$ cat src/rtl/alu_issue_ctrl.sv
// alu_issue_ctrl: execute-stage issue controller driving a combinational ALU.
// Decodes RV32I opcode/funct3/funct7[5], registers the ALU operands and selects
// (stage S1), then captures the ALU result into a result register (stage S2).
// Ports:
//   clk, rst_n                 clock, asynchronous active-low reset
//   in_valid/in_ready          decode-side handshake
//   in_opcode/funct3/funct7b5  instruction fields
//   in_rs1/in_rs2/in_imm/in_pc operand values
//   alu_opd1..4, alu_pc        registered ALU operands
//   alu_mux1/2_select, alu_op_select, alu_pc_select  registered ALU selects
//   alu_result/comp_result     combinational ALU outputs
//   res_valid/res_ready        result handshake
//   res_data/res_taken/res_illegal  captured result
module alu_issue_ctrl #(
  parameter int unsigned OPERAND_LENGTH = 32,
  parameter int unsigned PC_LENGTH      = 12
) (
  input  logic                      clk,
  input  logic                      rst_n,
  input  logic                      in_valid,
  output logic                      in_ready,
  input  logic [6:0]                in_opcode,
  input  logic [2:0]                in_funct3,
  input  logic                      in_funct7b5,
  input  logic [OPERAND_LENGTH-1:0] in_rs1,
  input  logic [OPERAND_LENGTH-1:0] in_rs2,
  input  logic [OPERAND_LENGTH-1:0] in_imm,
  input  logic [PC_LENGTH-1:0]      in_pc,
  output logic [OPERAND_LENGTH-1:0] alu_opd1,
  output logic [OPERAND_LENGTH-1:0] alu_opd2,
  output logic [OPERAND_LENGTH-1:0] alu_opd3,
  output logic [OPERAND_LENGTH-1:0] alu_opd4,
  output logic [PC_LENGTH-1:0]      alu_pc,
  output logic                      alu_mux1_select,
  output logic [1:0]                alu_mux2_select,
  output logic [2:0]                alu_op_select,
  output logic                      alu_pc_select,
  input  logic [OPERAND_LENGTH-1:0] alu_result,
  input  logic [OPERAND_LENGTH-1:0] comp_result,
  output logic                      res_valid,
  input  logic                      res_ready,
  output logic [OPERAND_LENGTH-1:0] res_data,
  output logic                      res_taken,
  output logic                      res_illegal
);

  localparam logic [6:0] OpcOp     = 7'b0110011;
  localparam logic [6:0] OpcOpImm  = 7'b0010011;
  localparam logic [6:0] OpcLui    = 7'b0110111;
  localparam logic [6:0] OpcAuipc  = 7'b0010111;
  localparam logic [6:0] OpcLoad   = 7'b0000011;
  localparam logic [6:0] OpcStore  = 7'b0100011;
  localparam logic [6:0] OpcBranch = 7'b1100011;

  // Decoded issue fields
  logic [OPERAND_LENGTH-1:0] dec_opd1, dec_opd2, dec_opd3, dec_opd4;
  logic [PC_LENGTH-1:0]      dec_pc;
  logic                      dec_mux1, dec_pcsel, dec_br, dec_slt, dec_ill;
  logic [1:0]                dec_mux2;
  logic [2:0]                dec_op;

  // S1 (issue) registers
  logic                      s1_valid_q, s1_valid_d;
  logic [OPERAND_LENGTH-1:0] opd1_q, opd2_q, opd3_q, opd4_q;
  logic [PC_LENGTH-1:0]      pc_q;
  logic                      mux1_q, pcsel_q, br_q, slt_q, ill_q;
  logic [1:0]                mux2_q;
  logic [2:0]                op_q;
  logic                      s1_load;

  // S2 (result) registers
  logic                      res_valid_q, res_valid_d;
  logic [OPERAND_LENGTH-1:0] res_data_q, res_data_d;
  logic                      res_taken_q, res_taken_d, res_ill_q, res_ill_d;
  logic                      s2_rdy, s1_rdy, s2_load;

  logic unused_comp;
  assign unused_comp = ^comp_result[OPERAND_LENGTH-1:1];

  always_comb begin
    dec_opd1  = '0;
    dec_opd2  = '0;
    dec_opd3  = '0;
    dec_opd4  = '0;
    dec_pc    = in_pc;
    dec_mux1  = 1'b0;
    dec_mux2  = 2'b00;
    dec_op    = 3'b000;
    dec_pcsel = 1'b0;
    dec_br    = 1'b0;
    dec_slt   = 1'b0;
    dec_ill   = 1'b0;
    case (in_opcode)
      OpcOp, OpcOpImm: begin
        dec_opd1 = in_rs1;
        dec_opd2 = (in_opcode == OpcOp) ? in_rs2 : in_imm;
        case (in_funct3)
          3'b000: dec_op = (in_opcode == OpcOp && in_funct7b5) ? 3'b001 : 3'b000;
          3'b001: dec_mux2 = 2'b10;
          3'b010: begin dec_mux2 = 2'b11; dec_op = 3'b100; dec_slt = 1'b1; end
          3'b011: begin dec_mux2 = 2'b11; dec_op = 3'b110; dec_slt = 1'b1; end
          3'b100: dec_mux2 = 2'b01;
          3'b101: begin dec_mux2 = 2'b10; dec_op = in_funct7b5 ? 3'b010 : 3'b001; end
          3'b110: begin dec_mux2 = 2'b01; dec_op = 3'b001; end
          default: begin dec_mux2 = 2'b01; dec_op = 3'b010; end
        endcase
      end
      OpcLui: dec_opd2 = in_imm;
      OpcAuipc: begin dec_pcsel = 1'b1; dec_opd2 = in_imm; end
      OpcLoad, OpcStore: begin dec_opd1 = in_rs1; dec_opd2 = in_imm; end
      OpcBranch: begin
        if (in_funct3[2:1] == 2'b01) begin
          dec_ill = 1'b1;
        end else begin
          dec_mux1  = 1'b1;
          dec_opd3  = in_rs1;
          dec_opd4  = in_rs2;
          dec_op    = in_funct3;
          dec_pcsel = 1'b1;
          dec_opd2  = in_imm;
          dec_br    = 1'b1;
        end
      end
      default: dec_ill = 1'b1;
    endcase
    if (dec_ill) dec_pc = '0;
  end

  // Ready chain: a stalled result freezes S2, which in turn freezes a full S1.
  assign s2_rdy   = !res_valid_q | res_ready;
  assign s1_rdy   = !s1_valid_q | s2_rdy;
  assign in_ready = s1_rdy;
  assign s1_load  = in_valid & s1_rdy;
  assign s2_load  = s1_valid_q & s2_rdy;

  always_comb begin
    s1_valid_d  = s1_rdy ? in_valid : s1_valid_q;
    res_valid_d = s2_rdy ? s1_valid_q : res_valid_q;
    res_data_d  = res_data_q;
    res_taken_d = res_taken_q;
    res_ill_d   = res_ill_q;
    if (s2_load) begin
      res_taken_d = 1'b0;
      res_ill_d   = ill_q;
      if (ill_q) begin
        res_data_d = '0;
      end else if (br_q) begin
        // Target is formed here: op_select carries the compare code on branches.
        res_data_d  = {{(OPERAND_LENGTH-PC_LENGTH){1'b0}}, pc_q} + opd2_q;
        res_taken_d = comp_result[0];
      end else if (slt_q) begin
        res_data_d = {{(OPERAND_LENGTH-1){1'b0}}, comp_result[0]};
      end else begin
        res_data_d = alu_result;
      end
    end
  end

  always_ff @(posedge clk or negedge rst_n) begin
    if (!rst_n) begin
      s1_valid_q  <= 1'b0;
      opd1_q      <= '0;
      opd2_q      <= '0;
      opd3_q      <= '0;
      opd4_q      <= '0;
      pc_q        <= '0;
      mux1_q      <= 1'b0;
      mux2_q      <= 2'b00;
      op_q        <= 3'b000;
      pcsel_q     <= 1'b0;
      br_q        <= 1'b0;
      slt_q       <= 1'b0;
      ill_q       <= 1'b0;
      res_valid_q <= 1'b0;
      res_data_q  <= '0;
      res_taken_q <= 1'b0;
      res_ill_q   <= 1'b0;
    end else begin
      s1_valid_q  <= s1_valid_d;
      res_valid_q <= res_valid_d;
      res_data_q  <= res_data_d;
      res_taken_q <= res_taken_d;
      res_ill_q   <= res_ill_d;
      if (s1_load) begin
        opd1_q  <= dec_opd1;
        opd2_q  <= dec_opd2;
        opd3_q  <= dec_opd3;
        opd4_q  <= dec_opd4;
        pc_q    <= dec_pc;
        mux1_q  <= dec_mux1;
        mux2_q  <= dec_mux2;
        op_q    <= dec_op;
        pcsel_q <= dec_pcsel;
        br_q    <= dec_br;
        slt_q   <= dec_slt;
        ill_q   <= dec_ill;
      end
    end
  end

  assign alu_opd1        = opd1_q;
  assign alu_opd2        = opd2_q;
  assign alu_opd3        = opd3_q;
  assign alu_opd4        = opd4_q;
  assign alu_pc          = pc_q;
  assign alu_mux1_select = mux1_q;
  assign alu_mux2_select = mux2_q;
  assign alu_op_select   = op_q;
  assign alu_pc_select   = pcsel_q;
  assign res_valid       = res_valid_q;
  assign res_data        = res_data_q;
  assign res_taken       = res_taken_q;
  assign res_illegal     = res_ill_q;

endmodule

$ cat config.mk
export PLATFORM = sky130hd
export DESIGN_NAME = alu_issue_ctrl
export DESIGN_NICKNAME = d
export VERILOG_FILES = /design/src/rtl/alu_issue_ctrl.sv
export SDC_FILE = /design/constraint.sdc
export NUM_CORES = 1
export LEC_CHECK = 0
export ABC_AREA = 1
export BUFFER_PORTS_ARGS = -buffer_cell sky130_fd_sc_hd__buf_2
export CORE_AREA = 2 2 142 144
export DETAILED_ROUTE_END_ITERATION = 7
export DIE_AREA = 0 0 144 146
export PLACE_DENSITY = 0.86
export SLEW_MARGIN = 20
export SYNTH_ARGS = -nofsm -noshare
export SYNTH_HDL_FRONTEND = slang
export SYNTH_SLANG_ARGS = --single-unit
$ cat constraint.sdc
create_clock -name clk -period 2.5 [get_ports clk]
set_input_delay 0.25 -clock clk [delete_from_list [all_inputs] [get_ports clk]]
set_output_delay 0.25 -clock clk [all_outputs]
set_load 0.01 [all_outputs]
==> results by group <==
Worst setup path
  – Reg-to-reg startpoint: alu_opd2[0]$_DFFE_PN0P_
  – R2r setup slk: 290 ps
  – Slowest cell delay on critical path: ~400 ps
  – Worst-path maximum fanout: 7
  – Startpoint types: register
  – Worst Setup End Kind: register
  – CP cell instances: ha_1 -> inv_1 -> fa_1 -> inv_1 -> nand3_1 -> nand3_1 -> nand2_1 -> nand3_2 -> nand2_1 -> nand2_1 -> nand2_1 -> o21ai_0 -> nand2_1
  – CP startpoint: alu_opd2[0]$_DFFE_PN0P_
  – Arrival time worst endpoint: 2540 ps
  – Slowest-stage cell, CP: fa_1
  – Crit path max-delay family: simple AND/OR/NAND/NOR gates
  – Critical Path Most Common Cell: nand2_1
  – WS Path Type: register to register
  – CP required: 2830 ps
  – CP bufs+invs: 2

Clocking
  – CTS Buffer Depth: 2
  – Clk sinks: 185
  – Clock-pin slew on the worst setup and hold paths: around 80 ps
  – TritonCTS clock tree: done
  – Post-CTS Setup Bufs: 0
  – Worst-Skew Late Latency: 450 ps
  – Clock Root Buffer: clkbuf_16
  – Htree depth: 4
  – CTS buffer count: 17

Timing
  – Pins Over Slew Limit: 0
  – Min Tclk post-route: about 2200 ps
  – Final Skew: roughly 14 ps
  – Fmax: 0.452 GHz
  – Fin. Hold Viols: 0
  – Final count of negative-setup-slack endpoints: 0
  – Slew @ Worst Pin: 938 ps
  – Rel. slew slack: between 30% and 40%
  – RSZ-0062 raised after global routing: no
  – Final setup TNS: 0 ps
  – Final period utilization: 88.5%

Placed design
  – DP HPWL: 22900 µm
  – GP Congestion: 0.914
  – Buffers on Ports: ~340
  – Placement Cell Area: 11600 µm²
  – Placed Cells: 1861

Die
  – Initial Util: about 50%
  – Die span in x: 144 µm
  – Core ar.: 19300 µm²
  – Rows: 51
  – Io pins: 370
  – Die Y: 146 µm
  – Die area: 21000 µm²

Synth
  – Synth warnings: 0
  – Count of state elements after synthesis: 185
  – Post-synthesis instance total: 1307
  – Cell Area, Synth: 9650 µm²
  – Asr flop ratio synth: 100%
  – Main flop type after synthesis: dfrtp_1
  – Synth unique cells: 36
  – Synth area leader: dfrtp_1
  – EDFF count, synth: 0
  – Syn nets: roughly 1500
  – Area share of the largest cell type after synthesis: 48.0%
  – Register area share after synthesis: 48.0%
  – Syn avg cell area: 7.39 µm²
  – Most area-consuming cells after synthesis: dfrtp_1 48%, nand2_1 17%, o21ai_0 7.2%, inv_1 4.5%, nand3_1 4.4%

Global routing
  – First-pass GRT wire length: approximately 47000 µm
  – Largest net degree at the start of global routing: 130
  – GRT Total Usage: 29.0%
  – Initial antenna violation count: 2
  – Global route overflow: 0
  – Vias in the first global route: just over 9000

Job
  – Max cap viols: 0

Drt
  – Vias post-DR: between 9000 and 10000
  – Vias per inst: 5.20
  – DRC violations left: 0
  – Detailed Route Iter0 Violations: around 900
  – Final ANT Viol Nets: 0
  – DR WL/cell: roughly 16 µm
  – DRT Pass-1 Iters: 6
  – Routed wire length: 30500 µm

Cells and area
  – Layout cell share with drive strength beyond 1: 24.7%
  – Core Util, Final: about 63%
  – Multi-input gate area: 4260 µm²
  – FF+latch area: 4630 µm²
  – Finished Layout Cells: 1896
  – Layout fillers: 1747
  – Finished Cell Area: about 12000 µm²
  – Area Overhead vs Synth: 26.4%
  – Layout Nets: 1816

Power and ir drop
  – Peak supply drop: 0.486 mV
  – PD cells: 547 nW/µm²
  – Total Power: 6.68 mW
  – LEAKAGE: a little under 7 nW

Outcome
  – Status: complete, no violations

Worst hold path
  – Worst min-delay path class: input port to register
  – Min-delay src: in_pc[1]
-- sequential cells by signal (all words and copies together) (netlist names), 2 cells and up --
signal and count:
alu_opd3 32, alu_opd1 32, alu_op_select 3, alu_opd4 32, alu_pc 12, res_data 32, alu_opd2 32, alu_mux2_select 2
-- cells in the mapped netlist, types with 2 or more instances --
cell,count
buf_1,5
inv_1,117
nor3_1,9
o211ai_1,2
o31ai_1,2
or2_1,2
nor2_1,93
clkbuf_2,4
xnor2_1,2
inv_2,3
nand4_1,7
nor2_2,2
a22o_1,13
nand3_1,85
dfrtp_1,185
nand2_2,2
nand2_1,446
xor2_1,7
buf_6,5
buf_2,16
clkbuf_1,36
o21ai_0,138
o21ai_1,58
a21oi_1,44
ha_1,12
buf_4,2
-- cell families after synthesis --
family,synth area share (%)
compound gates,14.3
fa+ha+maj,1.76
buf+inv,8.08
simple gates,27.1
flops,48.0
xor+xnor,0.817
-- worst paths after layout --
| kind | end | depth (start not counted) |
|---|---|---|
| min reg2reg | res_data[30]$_DFFE_PN0P_ | 2 |
| max in group asynchronous | alu_opd2[7]$_DFFE_PN0P_ | 3 |
| min | alu_pc[1]$_DFFE_PN0P_ | 3 |
| max | res_data[16]$_DFFE_PN0P_ | 13 |
| min in group asynchronous | alu_opd4[17]$_DFFE_PN0P_ | 2 |
| max reg2reg | res_data[16]$_DFFE_PN0P_ | 13 |
-- through the flow --
stage               worst slack (ps)  hold slack (ps)
floorplan                        479            -45.6
global placement                 283              204
detailed placement               226              210
CTS                              208             6.15
global route                    84.8             16.8
finish                           288             15.0
-- metal layers --
metal,track usage [%],share of wire [%]
met1,39.3,42
met2,46.1,47
met3,6.22,7.9
met4,10.1,2.8
met5,0,0
-- tightest hold or removal path: stages --
cell	delay, ps
buf_2	70
nand2_1	40
o21ai_0	60
-- power by group --
group / leakage (nW) / switching [mW] / internal [mW]
clock: 0.307 / 1.46 / 1.40
sequential: 2.56 / 0.0528 / 3.05
combinational: 4.07 / 0.475 / 0.247
-- cells in the final DEF, fill, tap and decap left out, types with 2 or more instances in the layout --
cell type / n
xor2_1: 7
a21oi_1: 44
inv_1: 116
inv_2: 4
o21ai_1: 58
buf_4: 16
inv_8: 5
xnor2_1: 2
clkinv_8: 5
a22o_1: 13
nand4_1: 7
buf_12: 3
nand2_1: 445
nor3_1: 9
nand2_2: 2
diode_2: 2
o31ai_1: 2
nor2_1: 93
dfrtp_1: 185
nand3_1: 84
clkinv_4: 2
clkbuf_16: 17
buf_2: 337
or2_1: 2
ha_1: 12
nor2_4: 2
inv_12: 2
o21ai_0: 138
o211ai_1: 2
-- timing repair --
action                                 4_1_cts  5_1_grt
setup endpoints to repair                    0        1
gates resized for setup                      0        1
hold buffers                                 1        0
endpoints found under the hold margin       41        0
-- final cells by class --
type,instances,area share (%)
Sequential cell,185,37.9
Clock buffer,17,3.49
Multi-Input combinational cell,933,34.9
Inverter,121,3.72
Clock inverter,15,1.70
Antenna cell,2,0.0410
Timing Repair Buffer,358,15.5
Tap cell,265,2.72
(Power assumes the default switching activity.)
